===== src/rtl/alu_issue_stage_if.sv =====
// Decode-to-execute handshake bundle for the ALU issue stage.
// master = surrounding pipeline (decode + execute), slave = the issue stage.
interface alu_issue_stage_if #(
    parameter int DATA_W = 32,
    parameter int PC_W   = 32
);
    // Decode side
    logic              in_valid;
    logic              in_ready;
    logic [5:0]        in_opcode;
    logic [5:0]        in_funct;
    logic [DATA_W-1:0] in_rs_val;
    logic [DATA_W-1:0] in_rt_val;
    logic [15:0]       in_imm;
    logic [4:0]        in_rt;
    logic [4:0]        in_rd;
    logic [PC_W-1:0]   in_pc;
    logic              flush;

    // Execute side
    logic              ex_valid;
    logic              ex_ready;
    logic [3:0]        ex_op;
    logic              ex_sub;
    logic              ex_ov_en;
    logic [DATA_W-1:0] ex_a;
    logic [DATA_W-1:0] ex_b;
    logic [4:0]        ex_dest;
    logic              ex_reg_write;
    logic              ex_mem_read;
    logic              ex_mem_write;
    logic              ex_branch;
    logic              ex_branch_ne;
    logic              ex_illegal;
    logic [PC_W-1:0]   ex_pc;

    modport master (
        output in_valid, in_opcode, in_funct, in_rs_val, in_rt_val, in_imm,
               in_rt, in_rd, in_pc, flush, ex_ready,
        input  in_ready, ex_valid, ex_op, ex_sub, ex_ov_en, ex_a, ex_b, ex_dest,
               ex_reg_write, ex_mem_read, ex_mem_write, ex_branch, ex_branch_ne,
               ex_illegal, ex_pc
    );

    modport slave (
        input  in_valid, in_opcode, in_funct, in_rs_val, in_rt_val, in_imm,
               in_rt, in_rd, in_pc, flush, ex_ready,
        output in_ready, ex_valid, ex_op, ex_sub, ex_ov_en, ex_a, ex_b, ex_dest,
               ex_reg_write, ex_mem_read, ex_mem_write, ex_branch, ex_branch_ne,
               ex_illegal, ex_pc
    );
endinterface


===== src/rtl/alu_issue_stage.sv =====
// ID/EX issue stage: decodes opcode/funct into ALU controls, selects the B
// operand and holds one instruction for execute behind a valid/ready handshake.
module alu_issue_stage #(
    parameter int DATA_W = 32,
    parameter int PC_W   = 32
) (
    input  logic               clk,
    input  logic               rst_n,
    alu_issue_stage_if.slave   bus
);

    typedef enum logic [3:0] {
        ALU_AND = 4'b0000,
        ALU_OR  = 4'b0001,
        ALU_ADD = 4'b0010,
        ALU_SUB = 4'b0110,
        ALU_SLT = 4'b0111,
        ALU_NOR = 4'b1100
    } alu_op_e;

    typedef struct packed {
        alu_op_e           op;
        logic              sub;
        logic              ov_en;
        logic [DATA_W-1:0] a;
        logic [DATA_W-1:0] b;
        logic [4:0]        dest;
        logic              reg_write;
        logic              mem_read;
        logic              mem_write;
        logic              branch;
        logic              branch_ne;
        logic              illegal;
        logic [PC_W-1:0]   pc;
    } payload_t;

    localparam logic [5:0] OP_RTYPE = 6'h00;
    localparam logic [5:0] OP_BEQ   = 6'h04;
    localparam logic [5:0] OP_BNE   = 6'h05;
    localparam logic [5:0] OP_ADDI  = 6'h08;
    localparam logic [5:0] OP_ADDIU = 6'h09;
    localparam logic [5:0] OP_SLTI  = 6'h0A;
    localparam logic [5:0] OP_ANDI  = 6'h0C;
    localparam logic [5:0] OP_ORI   = 6'h0D;
    localparam logic [5:0] OP_LW    = 6'h23;
    localparam logic [5:0] OP_SW    = 6'h2B;

    localparam logic [5:0] FN_ADD  = 6'h20;
    localparam logic [5:0] FN_ADDU = 6'h21;
    localparam logic [5:0] FN_SUB  = 6'h22;
    localparam logic [5:0] FN_SUBU = 6'h23;
    localparam logic [5:0] FN_AND  = 6'h24;
    localparam logic [5:0] FN_OR   = 6'h25;
    localparam logic [5:0] FN_NOR  = 6'h27;
    localparam logic [5:0] FN_SLT  = 6'h2A;

    payload_t          dec;
    payload_t          q;
    logic              ex_valid_q;
    logic              load;
    logic [DATA_W-1:0] imm_sext;
    logic [DATA_W-1:0] imm_zext;

    assign imm_sext = {{(DATA_W-16){bus.in_imm[15]}}, bus.in_imm};
    assign imm_zext = {{(DATA_W-16){1'b0}}, bus.in_imm};

    // Single-entry register: free when empty or being drained this cycle.
    assign bus.in_ready = !ex_valid_q || bus.ex_ready;
    assign load         = bus.in_valid && bus.in_ready;

    // Translate opcode/funct into ALU controls and operand selection.
    // NOTE: every field gets a default before the case so no path leaves a latch.
    always_comb begin
        dec       = '0;
        dec.op    = ALU_ADD;
        dec.a     = bus.in_rs_val;
        dec.b     = bus.in_rt_val;
        dec.dest  = bus.in_rt;
        dec.pc    = bus.in_pc;
        unique case (bus.in_opcode)
            OP_RTYPE: begin
                dec.dest      = bus.in_rd;
                dec.reg_write = 1'b1;
                unique case (bus.in_funct)
                    FN_ADD:  dec.ov_en = 1'b1;
                    FN_ADDU: dec.op    = ALU_ADD;
                    FN_SUB:  begin dec.op = ALU_SUB; dec.sub = 1'b1; dec.ov_en = 1'b1; end
                    FN_SUBU: begin dec.op = ALU_SUB; dec.sub = 1'b1; end
                    FN_AND:  dec.op    = ALU_AND;
                    FN_OR:   dec.op    = ALU_OR;
                    FN_NOR:  dec.op    = ALU_NOR;
                    FN_SLT:  begin dec.op = ALU_SLT; dec.sub = 1'b1; end
                    default: dec.illegal = 1'b1;
                endcase
            end
            OP_ADDI:  begin dec.b = imm_sext; dec.ov_en = 1'b1; dec.reg_write = 1'b1; end
            OP_ADDIU: begin dec.b = imm_sext; dec.reg_write = 1'b1; end
            OP_SLTI:  begin dec.b = imm_sext; dec.op = ALU_SLT; dec.sub = 1'b1; dec.reg_write = 1'b1; end
            OP_ANDI:  begin dec.b = imm_zext; dec.op = ALU_AND; dec.reg_write = 1'b1; end
            OP_ORI:   begin dec.b = imm_zext; dec.op = ALU_OR;  dec.reg_write = 1'b1; end
            OP_LW:    begin dec.b = imm_sext; dec.mem_read = 1'b1; dec.reg_write = 1'b1; end
            OP_SW:    begin dec.b = imm_sext; dec.mem_write = 1'b1; end
            OP_BEQ:   begin dec.op = ALU_SUB; dec.sub = 1'b1; dec.branch = 1'b1; end
            OP_BNE:   begin dec.op = ALU_SUB; dec.sub = 1'b1; dec.branch = 1'b1; dec.branch_ne = 1'b1; end
            default:  dec.illegal = 1'b1;
        endcase
        // Unsupported encodings become a harmless ADD with no side effects.
        if (dec.illegal) begin
            dec.op        = ALU_ADD;
            dec.sub       = 1'b0;
            dec.ov_en     = 1'b0;
            dec.reg_write = 1'b0;
            dec.mem_read  = 1'b0;
            dec.mem_write = 1'b0;
            dec.branch    = 1'b0;
            dec.branch_ne = 1'b0;
        end
    end

    // Valid flag: flush wins, then load, then drain by execute.
    // NOTE: sequential state uses non-blocking assignments so all flops update together.
    always_ff @(posedge clk or negedge rst_n) begin
        if (!rst_n) begin
            ex_valid_q <= 1'b0;
        end else if (bus.flush) begin
            ex_valid_q <= 1'b0;
        end else if (load) begin
            ex_valid_q <= 1'b1;
        end else if (bus.ex_ready) begin
            ex_valid_q <= 1'b0;
        end
    end

    // Payload register: captured on load, otherwise held for a stalled consumer.
    // NOTE: payload is reset too, because reset values are visible on ex_* outputs.
    always_ff @(posedge clk or negedge rst_n) begin
        if (!rst_n) begin
            q    <= '0;
            q.op <= ALU_ADD;
        end else if (load) begin
            q <= dec;
        end
    end

    assign bus.ex_valid     = ex_valid_q;
    assign bus.ex_op        = q.op;
    assign bus.ex_sub       = q.sub;
    assign bus.ex_ov_en     = q.ov_en;
    assign bus.ex_a         = q.a;
    assign bus.ex_b         = q.b;
    assign bus.ex_dest      = q.dest;
    assign bus.ex_reg_write = q.reg_write;
    assign bus.ex_mem_read  = q.mem_read;
    assign bus.ex_mem_write = q.mem_write;
    assign bus.ex_branch    = q.branch;
    assign bus.ex_branch_ne = q.branch_ne;
    assign bus.ex_illegal   = q.illegal;
    assign bus.ex_pc        = q.pc;

endmodule


===== src/flat_wrapper.sv =====
// flat-port wrapper written by rule: the top's interface ports become plain ports
module alu_issue_stage_flat 
#(
    parameter int DATA_W = 32,
    parameter int PC_W   = 32
)
  (clk, rst_n, bus_in_valid, bus_in_opcode, bus_in_funct, bus_in_rs_val, bus_in_rt_val, bus_in_imm, bus_in_rt, bus_in_rd, bus_in_pc, bus_flush, bus_ex_ready, bus_in_ready, bus_ex_valid, bus_ex_op, bus_ex_sub, bus_ex_ov_en, bus_ex_a, bus_ex_b, bus_ex_dest, bus_ex_reg_write, bus_ex_mem_read, bus_ex_mem_write, bus_ex_branch, bus_ex_branch_ne, bus_ex_illegal, bus_ex_pc);
  alu_issue_stage_if #(.DATA_W(DATA_W), .PC_W(PC_W)) bus_i ();
  input  logic clk;
  input  logic rst_n;
  input wire logic [$bits(bus_i.in_valid)-1:0] bus_in_valid;
  input wire logic [$bits(bus_i.in_opcode)-1:0] bus_in_opcode;
  input wire logic [$bits(bus_i.in_funct)-1:0] bus_in_funct;
  input wire logic [$bits(bus_i.in_rs_val)-1:0] bus_in_rs_val;
  input wire logic [$bits(bus_i.in_rt_val)-1:0] bus_in_rt_val;
  input wire logic [$bits(bus_i.in_imm)-1:0] bus_in_imm;
  input wire logic [$bits(bus_i.in_rt)-1:0] bus_in_rt;
  input wire logic [$bits(bus_i.in_rd)-1:0] bus_in_rd;
  input wire logic [$bits(bus_i.in_pc)-1:0] bus_in_pc;
  input wire logic [$bits(bus_i.flush)-1:0] bus_flush;
  input wire logic [$bits(bus_i.ex_ready)-1:0] bus_ex_ready;
  output wire logic [$bits(bus_i.in_ready)-1:0] bus_in_ready;
  output wire logic [$bits(bus_i.ex_valid)-1:0] bus_ex_valid;
  output wire logic [$bits(bus_i.ex_op)-1:0] bus_ex_op;
  output wire logic [$bits(bus_i.ex_sub)-1:0] bus_ex_sub;
  output wire logic [$bits(bus_i.ex_ov_en)-1:0] bus_ex_ov_en;
  output wire logic [$bits(bus_i.ex_a)-1:0] bus_ex_a;
  output wire logic [$bits(bus_i.ex_b)-1:0] bus_ex_b;
  output wire logic [$bits(bus_i.ex_dest)-1:0] bus_ex_dest;
  output wire logic [$bits(bus_i.ex_reg_write)-1:0] bus_ex_reg_write;
  output wire logic [$bits(bus_i.ex_mem_read)-1:0] bus_ex_mem_read;
  output wire logic [$bits(bus_i.ex_mem_write)-1:0] bus_ex_mem_write;
  output wire logic [$bits(bus_i.ex_branch)-1:0] bus_ex_branch;
  output wire logic [$bits(bus_i.ex_branch_ne)-1:0] bus_ex_branch_ne;
  output wire logic [$bits(bus_i.ex_illegal)-1:0] bus_ex_illegal;
  output wire logic [$bits(bus_i.ex_pc)-1:0] bus_ex_pc;
  assign bus_i.in_valid = bus_in_valid;
  assign bus_i.in_opcode = bus_in_opcode;
  assign bus_i.in_funct = bus_in_funct;
  assign bus_i.in_rs_val = bus_in_rs_val;
  assign bus_i.in_rt_val = bus_in_rt_val;
  assign bus_i.in_imm = bus_in_imm;
  assign bus_i.in_rt = bus_in_rt;
  assign bus_i.in_rd = bus_in_rd;
  assign bus_i.in_pc = bus_in_pc;
  assign bus_i.flush = bus_flush;
  assign bus_i.ex_ready = bus_ex_ready;
  assign bus_in_ready = bus_i.in_ready;
  assign bus_ex_valid = bus_i.ex_valid;
  assign bus_ex_op = bus_i.ex_op;
  assign bus_ex_sub = bus_i.ex_sub;
  assign bus_ex_ov_en = bus_i.ex_ov_en;
  assign bus_ex_a = bus_i.ex_a;
  assign bus_ex_b = bus_i.ex_b;
  assign bus_ex_dest = bus_i.ex_dest;
  assign bus_ex_reg_write = bus_i.ex_reg_write;
  assign bus_ex_mem_read = bus_i.ex_mem_read;
  assign bus_ex_mem_write = bus_i.ex_mem_write;
  assign bus_ex_branch = bus_i.ex_branch;
  assign bus_ex_branch_ne = bus_i.ex_branch_ne;
  assign bus_ex_illegal = bus_i.ex_illegal;
  assign bus_ex_pc = bus_i.ex_pc;
  alu_issue_stage #(.DATA_W(DATA_W), .PC_W(PC_W)) u_core (.clk(clk), .rst_n(rst_n), .bus(bus_i));
endmodule

===== config.mk =====
export PLATFORM = sky130hd
export DESIGN_NAME = alu_issue_stage_flat
export DESIGN_NICKNAME = d
export VERILOG_FILES = /design/src/rtl/alu_issue_stage_if.sv /design/src/rtl/alu_issue_stage.sv /design/src/flat_wrapper.sv
export SDC_FILE = /design/constraint.sdc
export NUM_CORES = 1
export LEC_CHECK = 0
export ABC_CLOCK_PERIOD_IN_PS = 3500
export BUFFER_PORTS_ARGS = -buffer_cell sky130_fd_sc_hd__buf_2
export CELL_PAD_IN_SITES_DETAIL_PLACEMENT = 1
export CELL_PAD_IN_SITES_GLOBAL_PLACEMENT = 1
export CORE_ASPECT_RATIO = 0.5
export CORE_UTILIZATION = 36
export CTS_CLUSTER_SIZE = 20
export DETAILED_ROUTE_END_ITERATION = 8
export HOLD_SLACK_MARGIN = 0.05
export PLACE_DENSITY_LB_ADDON = 0.25
export SETUP_SLACK_MARGIN = 0.5
export SYNTH_ARGS = -nofsm -noshare
export SYNTH_HDL_FRONTEND = slang
export SYNTH_SLANG_ARGS = --single-unit

===== constraint.sdc =====
create_clock -name clk -period 3.5 [get_ports clk]
set_clock_uncertainty 0.2 [all_clocks]
set_input_delay 0.7 -clock clk [delete_from_list [all_inputs] [get_ports clk]]
set_output_delay 0.7 -clock clk [all_outputs]
set_load 0.05 [all_outputs]

==> summary.md, run 1 <==
| Metric | Value |
|---|---|
| Synth top area cells | `dfrtp_1 55%, nand2_1 18%, o211ai_1 3.2%` |
| Initial antenna violation count | `1` |
| Max_slew headroom | `0.430` |
| Synth cell types | `55` |
| Post-CTS setup buffer count | `0` |
| Total global routing overflow | `0` |
| Hold_buf cts | `0` |
| Critical Path Start Type | `primary input` |
| Critical Path Max Stage Delay | `0.42 ns` |
| Max_cap viols | `0` |
| Pwr dens | `599 mW/mm^2` |
| Wire per inst | `16.6 um` |
| EDFF count, synth | `0` |
| Final min period | `2.32 ns` |
| ANT nets after route | `0` |
| Clock Tree Root | `clkbuf_16` |
| First-pass GRT wire length | `26.5 mm` |
| Worst EP required | `3.61 ns` |
| Post-synth ARST share | `1.00` |
| Outcome | `complete, no violations` |
| Max Buffers Root-to-Sink | `2` |
| Highest clock rate | `431 MHz` |
| Slowest CP cell | `nor3_2` |
| Ys flop type | `dfrtp_1` |
| Drt first pass iters | `4` |
| Mapped Area | `0.00517 mm^2` |
| Setup tns final | `0 ns` |
| Die height | `86.8 um` |
| CTS tree | `done` |
| Setup ws final | `1.18 ns` |
| WL met1 | `7.17 mm` |
| Die width | `171 um` |
| Cell mode on critical path | `buf_4` |
| Top Layer Used | `met4` |
| XOR/XNOR Fraction of Synth Area | `0` |
| Vias post-DR | `5022` |
| Post-synthesis net count | `701` |
| Multiplexer share of the synthesized area | `0` |
| RSZ-0062 raised after global routing | `no` |
| First-iteration detailed-routing DRC count | `307` |
| Remaining DRCs | `0` |
| PostCTS Resize Cnt | `0` |
| Crit. End Element | `flop` |
| Vias in the first global route | `5185` |
| Syn Area/Cell | `9.20 um^2` |
| Post-Synth Adder-Cell Area | `0.00194` |
| FP Rows | `30` |
| Sequential area share after synthesis | `0.552` |
| YS warnings | `0` |
| Yosys top cell area share | `0.547` |
| Area of the core | `0.0138 mm^2` |
| Total die area | `0.0149 mm^2` |
| Sink Count | `114` |
| Top cell type by total area after synthesis | `dfrtp_1` |
| Worst setup path category | `in2reg` |
| Lkg Pwr | `3.73 nW` |
| Routed wl met2 | `8.53 mm` |
| Total CTS buffers | `17` |
| Synth Area in Compound Gates | `0.162` |
| Slew @ Worst Pin | `0.855 ns` |
| Largest net degree at the start of global routing | `101` |
| Worst-path clk slew | `0.06 ns` |
| Clk Latency, worst-skew pair | `0.40 ns` |
| Largest family of logic cells by synthesized area | `simple AND/OR/NAND/NOR gates` |
| Final wirelength | `16.8 mm` |
| # IOs | `254` |
| Gp weighted congestion | `0.850` |
| Worst Hold Class | `in2async` |
| CP Max Fanout | `33` |
| H-tree levels | `4` |
| Data arrival, critical path | `2.43 ns` |
| Gr usage total | `0.230` |
| Starting density of the core | `0.375` |
| Worst-path cell chain | `buf_2, nor3_2, nand3_2, buf_4, o21a_1, buf_4, o211ai_2` |
| Top delay family on crit path | `buffers and inverters` |
| Synthesized flop and latch total | `114` |
| Final setup vio count | `0` |
| Layout cells sized above 1 | `0.395` |
| Synth Instances | `562` |
| Tcrit/Tclk final | `0.662` |
| VDD IR max | `0.290 mV` |
| Setup WS pre-CTS | `0.819 ns` |
| Max Slew Vio Count | `0` |
| Area share of and/or/nand/nor cells after synthesis | `0.244` |
| Area Growth Syn to Fin | `38.3%` |
| Vias per cell | `4.97` |
| Port Buf Inserts | `253` |
| DP Wirelength | `11.7 mm` |
| CP Buf/Inv Count | `3` |
| Met3 routed wirelength | `811 um` |
| Hold Vio Cnt, Final | `0` |
| Nets | `944` |
logic make-up (layout without fill, tap and decap cells):
group,Yosys count,in the layout
and+or+nand+nor,303,303
DFF,114,114
AOI/OAI and AO/OA,99,99
buffers and inverters,45,300
adders and majority gates,1,1
other,0,1
cells in the mapped netlist, types with 2 or more instances:
master and n:
dfrtp_1 113, buf_2 8, o2111ai_1 17, nand3_2 2
or3b_1 2, o21ai_0 2, o31ai_1 3, o211ai_1 22
nand2_1 248, nor4bb_1 2, o211ai_2 11, nand4b_1 2
nor2_1 26, nand4bb_1 2, buf_1 7, o21ai_1 4
nor3_1 3, o21a_1 2, a21oi_1 17, o41ai_2 3
buf_6 2, clkbuf_1 20, buf_4 3, inv_1 5
a31oi_1 6
worst register-to-register path, stage by stage, from the launching register on:
cell       delay, ns
dfrtp_1         0.37
nand2b_1        0.19
and2_4          0.41
buf_12          0.38
o2111ai_1       0.33
o211ai_2        0.13
power breakdown:
group	internal [mW]	switching (mW)	leakage, nW	total (mW)
Clock	1.04	0.613	0.261	1.65
Sequential	1.46	0.0773	1.39	1.54
Combinational	0.261	0.836	2.08	1.10
sequential cells by signal (all words and copies together), names as in the netlist:
signal,cells
u_core.bus.ex_reg_write,1
u_core.bus.ex_illegal,1
u_core.bus.ex_mem_write,1
u_core.bus.ex_dest,5
u_core.bus.ex_valid,1
u_core.bus.ex_a,32
u_core.bus.ex_op,4
u_core.bus.ex_mem_read,1
u_core.bus.ex_sub,1
u_core.bus.ex_pc,32
u_core.bus.ex_branch,1
u_core.bus.ex_branch_ne,1
u_core.bus.ex_ov_en,1
u_core.bus.ex_b,32
placed cells by master, fill, tap and decap left out, drive strengths merged, types with 2 or more instances in the layout:
master and count:
nand4b 2, o41ai 3, or3 2, nor4bb 2, buf 264, nand2 248, a21oi 18, o2111ai 18
nand4bb 2, clkinv 5, clkbuf 20, dfrtp 113, nor4 2, nor3 4, clkinvlp 4, o21ai 6
o211ai 33, a31oi 6, nor2 26, inv 5, or2 2, o21a 2, bufinv 2, or3b 2
nand3 3, o31ai 3
path summary, 6_finish.rpt:
kind                                       endpoint  slack (ns)                 from  cells past startpoint
worst max-delay path             u_core.bus.ex_b[7]        1.18     bus_in_opcode[5]                      7
worst min-delay path            u_core.bus.ex_a[20]        0.19                rst_n                      1
worst max register to register   u_core.bus.ex_b[7]        1.40  u_core.bus.ex_valid                      5
worst min register to register  u_core.bus.ex_a[26]        0.27  u_core.bus.ex_a[26]                      2
max in group asynchronous       u_core.bus.ex_op[0]        2.09                rst_n                      2
min in group clk                u_core.bus.ex_valid        0.25            bus_flush                      2
metal layers:
metal / global-route usage / vias up
li1: - / 2385
met1: 0.282 / 2458
met2: 0.397 / 154
met3: 0.0530 / 25
met4: 0.0852 / 0
met5: 0 / -
metrics by stage:
| stage | total power, mW | cell area, um^2 | hold slack, ns | instances | utilization |
|---|---|---|---|---|---|
| 5_1_grt | 4.46 | 7150 | 0.239 | 1010 | 0.519 |
| 2_1_floorplan | 2.31 | 5170 | 0.204 | 562 | - |
| 3_5_place_dp | 2.66 | 6600 | 0.260 | 978 | 0.479 |
| 4_1_cts | 4.33 | 7150 | 0.231 | 1009 | 0.519 |
| 6_report | 4.29 | 7150 | 0.186 | 1010 | 0.519 |
| 3_3_place_gp | 2.64 | 6600 | 0.253 | 978 | 0.479 |
area by class of cell:
cell class	count	area, um^2
inverter	5	18.8
multi-input combinational	403	2120
tap	192	240
antenna	1	2.50
sequential	114	2850
timing repair buffer	264	1360
clock inverter	11	115
clock buffer	20	437
fill	1690	6620
(Power assumes the default switching activity.)
==> inputs of run 2 (changes only) <==
Settings changed: ABC_CLOCK_PERIOD_IN_PS 3500 to 2200, CORE_UTILIZATION 36 to 33.
Clock period 3.5 ns to 2.2 ns, I/O delays scaled along.
==> run 2 against run 1 <==
  * The flow now finishes with violations (design-rule violations)
  * Sequential power grew 60%
  * Critical path depth shrank 5
  * Final area grew 19%
  * Count of clock-buffer cells in the layout is the same
  * Flip-flop and latch count is the same
  * Via count grew 9.4%
  * Global-route usage grew 0.71 points
  * Sequential share of layout area shrank 6.3 points
  * Clock power grew 84%
  * First-iteration DRC count shrank 20%
  * Routed wire length grew 18%
  * Register-to-register slack lost 0.87 ns
  * Critical path type is now reg2out
==> summary.md, run 2 (synthesis results as in run 1) <==
| Metric | Value |
|---|---|
| Initial antenna violation count | `2 (+1)` |
| Most frequent cells in the layout | `247 x nand2_1, 180 x buf_2, 112 x dfrtp_1, 65 x dlygate4sd3_1, 61 x clkbuf_4` |
| Post-placement cell count | `995 (+1.7%)` |
| Total die area | `0.0162 mm^2 (+8.9%)` |
| Final setup vio count | `0 (unchanged)` |
| Max Slew Vio Count | `0 (unchanged)` |
| Highest clock rate | `577 MHz` |
| FP Rows | `31 (+3.3%)` |
| Worst-path clk slew | `0.06 ns (about the same)` |
| Outcome | `finished with violations` |
| Wire per inst | `17.9 um (+7.6%)` |
| Vias per cell | `4.97 (about the same)` |
| Area of the core | `0.0149 mm^2 (+8.1%)` |
| Max Buffers Root-to-Sink | `2 (unchanged)` |
| Worst Hold Class | `in2reg` |
| First-iteration detailed-routing DRC count | `245 (-20%)` |
| Worst setup path category | `reg2out` |
| Placement Cell Area | `0.00678 mm^2 (+2.8%)` |
| Max_cap viols | `0 (unchanged)` |
| Pwr dens | `885 mW/mm^2 (+48%)` |
| Max_slew headroom | `0.689 (+0.259)` |
| Nets | `1032 (+9.3%)` |
| Final cell count without fillers | `1106 (+9.5%)` |
| First-pass GRT wire length | `29.8 mm (+13%)` |
| VDD IR max | `0.599 mV (+110%)` |
| Crit. End Element | `output pin` |
| Failing checks | `design-rule violations` |
| ANT nets after route | `0 (unchanged)` |
| RSZ-0062 raised after global routing | `yes` |
| Layout cells sized above 1 | `0.404 (+0.00862)` |
| DP Wirelength | `12.2 mm (+3.6%)` |
| Area Growth Syn to Fin | `64.1%` |
| Die height | `90.5 um (+4.3%)` |
| Starting density of the core | `0.347 (-0.0282)` |
| Remaining DRCs | `28 (+28)` |
| Hold Vio Cnt, Final | `0 (unchanged)` |
| Worst EP required | `1.56 ns (-2.05 ns)` |
| H-tree levels | `4 (unchanged)` |
| Final min period | `1.73 ns` |
| Drt first pass iters | `6 (+2)` |
| Fillcell total | `1706 (+0.95%)` |
| Sink Count | `114 (unchanged)` |
| Data arrival, critical path | `1.09 ns (-1.34 ns)` |
| Gr usage total | `0.237 (+0.00712)` |
| Slew @ Worst Pin | `0.466 ns (-0.390 ns)` |
| Largest net degree at the start of global routing | `46 (-54%)` |
| Vias in the first global route | `5887 (+14%)` |
| Lkg Pwr | `4.26 nW (+14%)` |
| Total CTS buffers | `17 (unchanged)` |
| Clk Latency, worst-skew pair | `0.40 ns (about the same)` |
| Total global routing overflow | `0 (unchanged)` |
| Gp weighted congestion | `0.795 (-6.5%)` |
| Most common cell after layout, fill and taps aside | `nand2_1` |
| CP Max Fanout | `4 (-88%)` |
| Final wirelength | `19.8 mm (+18%)` |
| Tcrit/Tclk final | `0.788` |
| CTS tree | `done` |
| Clock Tree Root | `clkbuf_16` |
| Vias post-DR | `5496 (+9.4%)` |
| Post-route cell area | `0.00849 mm^2 (+19%)` |
| Critical Path Start Type | `flop` |
| # IOs | `254 (unchanged)` |
| Port Buf Inserts | `253 (unchanged)` |
| Die width | `179 um (+4.4%)` |
| Fin util | `0.570 (+0.0506)` |
run 2: cell count changes in the layout (fill, tap and decap cells not counted), moves of 3 or more:
| cell | delta |
|---|---|
| buf_12 | +5 |
| clkinv_2 | -3 |
| clkbuf_4 | +61 |
| buf_6 | +3 |
| a21oi_1 | -6 |
| buf_2 | -72 |
| a21oi_2 | +5 |
| buf_4 | +22 |
| dlygate4sd3_1 | +65 |
run 2: critical path, stage by stage (launching register included):
cell and delay, ns:
dfrtp_2 0.43, nand2b_4 0.11, buf_8 0.15
run 2: through the flow:
step	TNS [ns]	total power, mW	hold slack (ns)	worst slack (ns)
2_1_floorplan	0	3.72	-0.0556	0.360
3_3_place_gp	0	4.24	0.218	0.0635
3_5_place_dp	-0.0628	4.27	0.224	-0.0509
4_1_cts	0	7.44	0.0554	0.429
5_1_grt	0	7.81	0.0704	0.432
6_report	0	7.51	0.0594	0.466
run 2: metal layers:
layer,routed length [um],vias to the layer above,global-route usage
li1,-,2571,-
met1,7970,2730,0.266
met2,10100,162,0.423
met3,1240,33,0.0652
met4,448,0,0.0925
met5,0,-,0
run 2: final timing paths:
kind / startpoint / end / slack (ns) / cells after the start
worst min-delay path: bus_in_rs_val[25] / u_core.bus.ex_a[25] / 0.06 / 3
worst max-delay path: u_core.bus.ex_valid / bus_in_ready / 0.47 / 2
min in group asynchronous: rst_n / u_core.bus.ex_a[20] / 0.35 / 2
worst max register to register: u_core.bus.ex_valid / u_core.bus.ex_mem_write / 0.53 / 5
max in group asynchronous: rst_n / u_core.bus.ex_b[2] / 0.89 / 3
worst min register to register: u_core.bus.ex_pc[4] / u_core.bus.ex_pc[4] / 0.27 / 2
run 2: layout make-up:
cell class / count / area (um^2) / share of cell area
Tap cell: 198 / 248 / 0.0292
Clock inverter: 12 / 179 / 0.0211
Antenna cell: 2 / 5.00 / 0.000590
Clock buffer: 20 / 457 / 0.0538
Multi-Input combinational cell: 404 / 2260 / 0.266
Sequential cell: 114 / 2860 / 0.336
Inverter: 5 / 18.8 / 0.00221
Timing Repair Buffer: 351 / 2470 / 0.291
run 2: power breakdown:
group          switching, mW  internal (mW)  total [mW]
Sequential             0.130           2.33        2.46
Combinational           1.40          0.621        2.03
Clock                   1.06           1.96        3.03
Total                   2.60           4.91        7.51
run 2: timing repair:
action                                  in CTS  in global routing
endpoints found under the setup margin      42                107
hold buffers                                65                  0
endpoints found under the hold margin       89                  0
resized for setup                           11                 90
pin swaps                                    2                  4
setup buffers                                1                  9
cloned                                       1                  1
